### src/rtl/morse_decoder_timed.sv
// morse_decoder_timed
//   Timed Morse decoder. The key level is synchronised, then mark and space
//   durations are measured with saturating counters. Completed marks are
//   classified as dot or dash by length and shifted into a code register.
//   A letter gap converts the code to ASCII. A longer word gap after a
//   character emits a single space.
//
// Ports
//   clock        system clock, rising edge
//   reset        asynchronous, active-high; clears all state
//   signal_in    raw key/tone level, asynchronous to clock
//   decimal_out  ASCII of the last emitted character, held until the next one
//   out_valid    one-cycle strobe, decimal_out is new this cycle
//   code_err     one-cycle strobe with out_valid when the character was undecodable
module morse_decoder_timed #(
  parameter int unsigned UNIT_CLKS  = 4,
  parameter int unsigned CNT_W      = 16,
  parameter int unsigned MAX_ELEM   = 6,
  parameter bit          ACTIVE_LOW = 1'b0
) (
  input  logic       clock,
  input  logic       reset,
  input  logic       signal_in,
  output logic [7:0] decimal_out,
  output logic       out_valid,
  output logic       code_err
);

  localparam int unsigned ELEM_W = $clog2(MAX_ELEM + 1);

  localparam logic [CNT_W-1:0]  DASH_CLKS   = CNT_W'(2 * UNIT_CLKS);
  localparam logic [CNT_W-1:0]  LETTER_CLKS = CNT_W'(2 * UNIT_CLKS);
  localparam logic [CNT_W-1:0]  WORD_CLKS   = CNT_W'(5 * UNIT_CLKS);
  localparam logic [CNT_W-1:0]  CNT_MAX     = '1;
  localparam logic [ELEM_W-1:0] ELEM_MAX    = ELEM_W'(MAX_ELEM);

  localparam logic [1:0] ST_IDLE  = 2'd0;
  localparam logic [1:0] ST_MARK  = 2'd1;
  localparam logic [1:0] ST_SPACE = 2'd2;
  localparam logic [1:0] ST_GAP   = 2'd3;

  localparam logic [7:0] ASCII_SPACE = 8'd32;
  localparam logic [7:0] ASCII_QUERY = 8'd63;

  // ITU Morse lookup. c holds the elements first-sent-in-MSB, dash = 1.
  // Returns 0 for patterns that are not a letter or digit.
  function automatic logic [7:0] morse_lookup(input int unsigned len, input logic [4:0] c);
    logic [7:0] a;
    a = 8'd0;
    case (len)
      1: a = c[0] ? 8'd84 : 8'd69;
      2: begin
        case (c[1:0])
          2'b00: a = 8'd73;  // I
          2'b01: a = 8'd65;  // A
          2'b10: a = 8'd78;  // N
          2'b11: a = 8'd77;  // M
        endcase
      end
      3: begin
        case (c[2:0])
          3'b000: a = 8'd83;  // S
          3'b001: a = 8'd85;  // U
          3'b010: a = 8'd82;  // R
          3'b011: a = 8'd87;  // W
          3'b100: a = 8'd68;  // D
          3'b101: a = 8'd75;  // K
          3'b110: a = 8'd71;  // G
          3'b111: a = 8'd79;  // O
        endcase
      end
      4: begin
        case (c[3:0])
          4'b0000: a = 8'd72;  // H
          4'b0001: a = 8'd86;  // V
          4'b0010: a = 8'd70;  // F
          4'b0100: a = 8'd76;  // L
          4'b0110: a = 8'd80;  // P
          4'b0111: a = 8'd74;  // J
          4'b1000: a = 8'd66;  // B
          4'b1001: a = 8'd88;  // X
          4'b1010: a = 8'd67;  // C
          4'b1011: a = 8'd89;  // Y
          4'b1100: a = 8'd90;  // Z
          4'b1101: a = 8'd81;  // Q
          default: a = 8'd0;
        endcase
      end
      5: begin
        case (c)
          5'b11111: a = 8'd48;
          5'b01111: a = 8'd49;
          5'b00111: a = 8'd50;
          5'b00011: a = 8'd51;
          5'b00001: a = 8'd52;
          5'b00000: a = 8'd53;
          5'b10000: a = 8'd54;
          5'b11000: a = 8'd55;
          5'b11100: a = 8'd56;
          5'b11110: a = 8'd57;
          default:  a = 8'd0;
        endcase
      end
      default: a = 8'd0;
    endcase
    return a;
  endfunction

  // Input synchroniser. Flops reset to the idle key level so that an
  // active-low key does not look like a mark when reset is released.
  logic sync1_q, sync2_q;
  logic sig_s;

  always_ff @(posedge clock or posedge reset) begin
    if (reset) begin
      sync1_q <= ACTIVE_LOW;
      sync2_q <= ACTIVE_LOW;
    end else begin
      sync1_q <= signal_in;
      sync2_q <= sync1_q;
    end
  end

  assign sig_s = sync2_q ^ ACTIVE_LOW;

  // Duration counters
  logic             sig_prev_q;
  logic [CNT_W-1:0] mark_cnt_q, mark_cnt_d;
  logic [CNT_W-1:0] space_cnt_q, space_cnt_d;

  always_comb begin
    mark_cnt_d  = mark_cnt_q;
    space_cnt_d = space_cnt_q;
    if (sig_s) begin
      if (!sig_prev_q) begin
        mark_cnt_d = CNT_W'(1);
      end else if (mark_cnt_q != CNT_MAX) begin
        mark_cnt_d = mark_cnt_q + CNT_W'(1);
      end
    end else begin
      if (sig_prev_q) begin
        space_cnt_d = CNT_W'(1);
      end else if (space_cnt_q != CNT_MAX) begin
        space_cnt_d = space_cnt_q + CNT_W'(1);
      end
    end
  end

  always_ff @(posedge clock or posedge reset) begin
    if (reset) begin
      sig_prev_q  <= 1'b0;
      mark_cnt_q  <= '0;
      space_cnt_q <= '0;
    end else begin
      sig_prev_q  <= sig_s;
      mark_cnt_q  <= mark_cnt_d;
      space_cnt_q <= space_cnt_d;
    end
  end

  // Element accumulation FSM
  logic [1:0]          state_q, state_d;
  logic [MAX_ELEM-1:0] code_q, code_d;
  logic [ELEM_W-1:0]   elem_cnt_q, elem_cnt_d;
  logic                overflow_q, overflow_d;
  logic                word_pending_q, word_pending_d;
  logic                emit_char, emit_space;
  logic                is_dash;

  // Saturated marks are still >= DASH_CLKS, so they classify as dash.
  assign is_dash = (mark_cnt_q >= DASH_CLKS);

  always_comb begin
    state_d        = state_q;
    code_d         = code_q;
    elem_cnt_d     = elem_cnt_q;
    overflow_d     = overflow_q;
    word_pending_d = word_pending_q;
    emit_char      = 1'b0;
    emit_space     = 1'b0;
    case (state_q)
      ST_IDLE: begin
        if (sig_s) state_d = ST_MARK;
      end
      ST_MARK: begin
        if (!sig_s) begin
          if (elem_cnt_q == ELEM_MAX) begin
            overflow_d = 1'b1;
          end else begin
            code_d     = {code_q[MAX_ELEM-2:0], is_dash};
            elem_cnt_d = elem_cnt_q + ELEM_W'(1);
          end
          state_d = ST_SPACE;
        end
      end
      ST_SPACE: begin
        // space_cnt only advances while low, so a mark seen here with the
        // count still below LETTER_CLKS is an intra-character gap.
        if (space_cnt_q == LETTER_CLKS) begin
          emit_char      = 1'b1;
          code_d         = '0;
          elem_cnt_d     = '0;
          overflow_d     = 1'b0;
          word_pending_d = 1'b1;
          state_d        = ST_GAP;
        end else if (sig_s) begin
          state_d = ST_MARK;
        end
      end
      ST_GAP: begin
        if (sig_s) begin
          word_pending_d = 1'b0;
          state_d        = ST_MARK;
        end else if (space_cnt_q == WORD_CLKS) begin
          emit_space     = word_pending_q;
          word_pending_d = 1'b0;
          state_d        = ST_IDLE;
        end
      end
      default: state_d = ST_IDLE;
    endcase
  end

  always_ff @(posedge clock or posedge reset) begin
    if (reset) begin
      state_q        <= ST_IDLE;
      code_q         <= '0;
      elem_cnt_q     <= '0;
      overflow_q     <= 1'b0;
      word_pending_q <= 1'b0;
    end else begin
      state_q        <= state_d;
      code_q         <= code_d;
      elem_cnt_q     <= elem_cnt_d;
      overflow_q     <= overflow_d;
      word_pending_q <= word_pending_d;
    end
  end

  // Character conversion and registered output
  logic [7:0] ascii;
  logic       bad_code;

  assign ascii    = morse_lookup(32'(elem_cnt_q), 5'(code_q));
  assign bad_code = overflow_q || (ascii == 8'd0);

  logic [7:0] decimal_out_q;
  logic       out_valid_q, code_err_q;

  always_ff @(posedge clock or posedge reset) begin
    if (reset) begin
      decimal_out_q <= 8'd0;
      out_valid_q   <= 1'b0;
      code_err_q    <= 1'b0;
    end else begin
      out_valid_q <= emit_char | emit_space;
      code_err_q  <= emit_char & bad_code;
      if (emit_char) begin
        decimal_out_q <= bad_code ? ASCII_QUERY : ascii;
      end else if (emit_space) begin
        decimal_out_q <= ASCII_SPACE;
      end
    end
  end

  assign decimal_out = decimal_out_q;
  assign out_valid   = out_valid_q;
  assign code_err    = code_err_q;

endmodule
### config.mk
export PLATFORM = sky130hd
export DESIGN_NAME = morse_decoder_timed
export DESIGN_NICKNAME = d
export VERILOG_FILES = /design/src/rtl/morse_decoder_timed.sv
export SDC_FILE = /design/constraint.sdc
export NUM_CORES = 1
export LEC_CHECK = 0
export ABC_AREA = 1
export BUFFER_PORTS_ARGS = -buffer_cell sky130_fd_sc_hd__buf_2
export CAP_MARGIN = 10
export CORE_MARGIN = 2
export CORE_UTILIZATION = 35
export DETAILED_ROUTE_END_ITERATION = 12
export GPL_TIMING_DRIVEN = 0
export MAX_ROUTING_LAYER = met4
export PLACE_DENSITY = 0.58
export REMOVE_ABC_BUFFERS = 1
export SETUP_SLACK_MARGIN = 0.5
export SYNTH_ARGS = -nofsm -noshare
export SYNTH_HDL_FRONTEND = slang
export SYNTH_SLANG_ARGS = --single-unit
### constraint.sdc
create_clock -name clock -period 2.3 [get_ports clock]
set_input_delay 0.23 -clock clock [delete_from_list [all_inputs] [get_ports clock]]
set_output_delay 0.23 -clock clock [all_outputs]
set_load 0.005 [all_outputs]
==> out/metrics.csv <==
stage;metric;value;unit
finish;fin_nets;600;
setup_path;worstSetupPathType;register to register;
logic_synthesis;yosysUniqueCellTypes;35;
place;portBuffers;11;
pwr;peakVddDrop;0.278;mV
sta;final_hold_viol_count;0;
setup_path;r2r-start;code_q[0];
sta;max_slew_margin;0.489;
setup_path;setup.worst_path.start;code_q[0];
logic_synthesis;syn_area;3800;um^2
floorplanning;io_pins;13;
logic_synthesis;async_flop_share;1.00;
clocking;clockRootBuffer;clkbuf_8;
grt;grt_max_degree;35;
pwr;seq_power_share;0.428;
grt;grt_pass1_wl;15.7;mm
pwr;p_int;0.00169;W
floorplanning;initial_utilization;0.354;
finish;register_area;1410;um^2
logic_synthesis;avgSynthCellArea;7.10;um^2
grt;antenna_found_initial;0;
clocking;tritoncts;yes;
floorplanning;row_count;38;
grt;gr-usage-all-layers;0.170;
drt;vias;3677;
finish;fillerInstances;1101;
sta;rsz0062_at_grt;yes;
grt;first_global_vias;3328;
finish;layout-drive-gt1-share;0.214;
clocking;numCtsBuffers;5;
sta;tightest_slew;766;ps
place;hpwl;6.36;mm
setup_path;ff2ff_setup_slack;370;ps
drt;drtPass1Iterations;5;
drt;viasPerCell;5.11;
setup_path;reg2reg_depth;12;
logic_synthesis;synth_seq_cells;56;
floorplanning;die_h;108;um
pwr;power_leakage;2.11;nW
logic_synthesis;yosysSeqAreaShare;0.368;
drt;post_drt_wl_per_cell;13.5;um
setup_path;r2r_end;decimal_out[0];
sta;fmax;517;MHz
drt;postRouteWirelength;9.72;mm
sta;worst_slack;367;ps
worst_hold_path;hp-class;input pin to asynchronous set/reset pin;
pwr;switching_share;0.379;
setup_path;crit_required;2520;ps
sta;post-route-period-util;0.840;
setup_path;cp.arrival;2150;ps
sta;slew_violations;0;
sta;period_needed;1930;ps
grt;gr-total-overflow;0;
pwr;p_clk_frac;0.207;
place;dpl.cell_count;675;
clocking;htreeDepth;2;
setup_path;worstSetupEndpoint;decimal_out[0];
pwr;cellPowerDensity;590;nW/um^2
place;gp_congestion;0.945;
clocking;cts_sinks;56;
flow_run;drv_cap;0;
drt;drt_iter0_markers;303;
clocking;insertion_delay;320;ps
drt;remaining_drc_errors;0;
pwr;pwr-share-comb;0.365;
sta;setup_viol;0;
run_status;status;finished, final reports clean;
place;post-place-ws;-123;ps
floorplanning;die_width;108;um
pwr;p_sw;0.00103;W
logic_synthesis;yosys.cell_count.top_type;nand2_1;
finish;fin_util;0.430;
logic_synthesis;synth_top_area_share;0.368;
logic_synthesis;syn_inst;536;
logic_synthesis;yosys-top-cells-area;dfrtp_1, nand2_1, nand3_1;
finish;antennaDiodeCount;0;
finish;stdcell_count;720;
setup_path;cp_max_fo;7;
clocking;cts_buffer_depth;2;
finish;multi_input_area;2250;um^2
setup_path;critPathLaunchType;register;
sta;clock_skew;15.3;ps
setup_path;endpoint_kind;register;
finish;synthToLayoutAreaGrowth;21.3;%
logic_synthesis;synth-main-ff-cell;dfrtp_1;
logic_synthesis;synth.top_cells.by_count;nand2_1, inv_1, dfrtp_1;
clocking;clkTransAtPathRegs;110;ps
logic_synthesis;synth_top_cell_by_area;dfrtp_1;
logic_synthesis;synth-edff-count;0;
floorplanning;dieArea;11700;um^2
drt;antenna_left;0;
floorplanning;core_area;10700;um^2
logic_synthesis;synth_warnings;0;
-- state kept, by name, indices dropped and copies added (netlist names), 2 cells and up --
signal,cells
state_q,2
space_cnt_q,16
decimal_out,7
code_q,5
elem_cnt_q,3
mark_cnt_q,16
-- worst max-delay path: stages, from the launching register on --
cell	delay, ps
dfrtp_2	410
clkinvlp_4	210
ha_4	310
nor2_4	100
o21ai_0	100
nand2_1	100
nand3_2	70
a21boi_2	160
nor2_1	60
nand2_1	80
nand2_1	70
nand2_2	120
nand2_1	70
-- cells in the final DEF, fill, tap and decap left out, types with 3 or more instances in the layout --
| master | count |
|---|---|
| ha_4 | 3 |
| nand2_4 | 3 |
| o21ai_2 | 12 |
| o21ai_0 | 27 |
| dfrtp_2 | 4 |
| nand4_1 | 17 |
| xor2_1 | 9 |
| dfrtp_1 | 51 |
| nor3_1 | 20 |
| nand2_1 | 137 |
| inv_2 | 6 |
| inv_4 | 3 |
| buf_4 | 24 |
| nand2_2 | 9 |
| buf_6 | 8 |
| nand3_2 | 6 |
| nor2_1 | 39 |
| ha_1 | 12 |
| o22ai_1 | 7 |
| ha_2 | 3 |
| clkbuf_8 | 5 |
| nor2_4 | 3 |
| nand3_1 | 51 |
| a21oi_1 | 9 |
| o31ai_1 | 6 |
| buf_2 | 11 |
| nor3_2 | 3 |
| inv_1 | 59 |
| o21ai_1 | 5 |
-- cells by family after synthesis --
logic type | after synthesis | share of synthesized area
buf+inv | 85 | 0.101
fa+ha+maj | 18 | 0.0592
xor+xnor | 9 | 0.0207
flops | 56 | 0.368
simple gates | 296 | 0.342
other cells | 1 | 0.000986
compound gates | 71 | 0.108
-- routing by layer --
layer	GRT usage	vias up	share of wire
li1	-	1847	-
met1	0.227	1713	0.46
met2	0.270	103	0.48
met3	0.0235	14	0.041
met4	0.0513	0	0.013
met5	-	-	0
-- worst min-delay path by stage --
stage	startpoint	cells after the start	end	slack (ps)
after CTS	reset	2	code_err	80
after global routing	reset	2	mark_cnt_q[5]	110
after detailed placement	signal_in	1	sync1_q	340
after floorplan	signal_in	0	sync1_q	260
after global placement	sync1_q	0	sig_s	330
final	reset	2	mark_cnt_q[5]	50
-- power groups by stage --
stage	registers, W	clock network, W	logic, W
after global placement	0.00118	0	0.000787
after detailed placement	0.00118	0	0.000801
final	0.00117	0.000566	0.000995
after CTS	0.00117	0.000591	0.000898
after global routing	0.00118	0.000630	0.00113
after floorplan	0.00116	0	0.000610
-- layout make-up --
class                           count  area share
Timing Repair inverter              1     0.00190
Tap cell                          140      0.0379
Timing Repair Buffer               46      0.0829
Clock buffer                        5      0.0149
Multi-Input combinational cell    397       0.487
Sequential cell                    56       0.305
Inverter                           72      0.0648
Clock inverter                      3     0.00488
-- per-stage QoR --
| stage | instance area [um^2] | hold WS, ps | total power, W | TNS (ps) |
|---|---|---|---|---|
| after detailed placement | 3950 | 339 | 0.00199 | -694 |
| after floorplan | 3690 | 261 | 0.00177 | 0 |
| final | 4620 | 49.3 | 0.00273 | 0 |
| after global routing | 4620 | 114 | 0.00294 | 0 |
| after global placement | 3920 | 334 | 0.00197 | -6160 |
| after CTS | 4280 | 80.9 | 0.00265 | 0 |
-- what timing repair did --
action	in CTS	in global routing
hold endpoints to repair	1	0
gates resized for setup	30	52
endpoints found under the setup margin	47	45
cloned	1	2
pin swaps	7	14
buffers inserted	14	19
hold buffers	1	0
(Power assumes the default switching activity.)
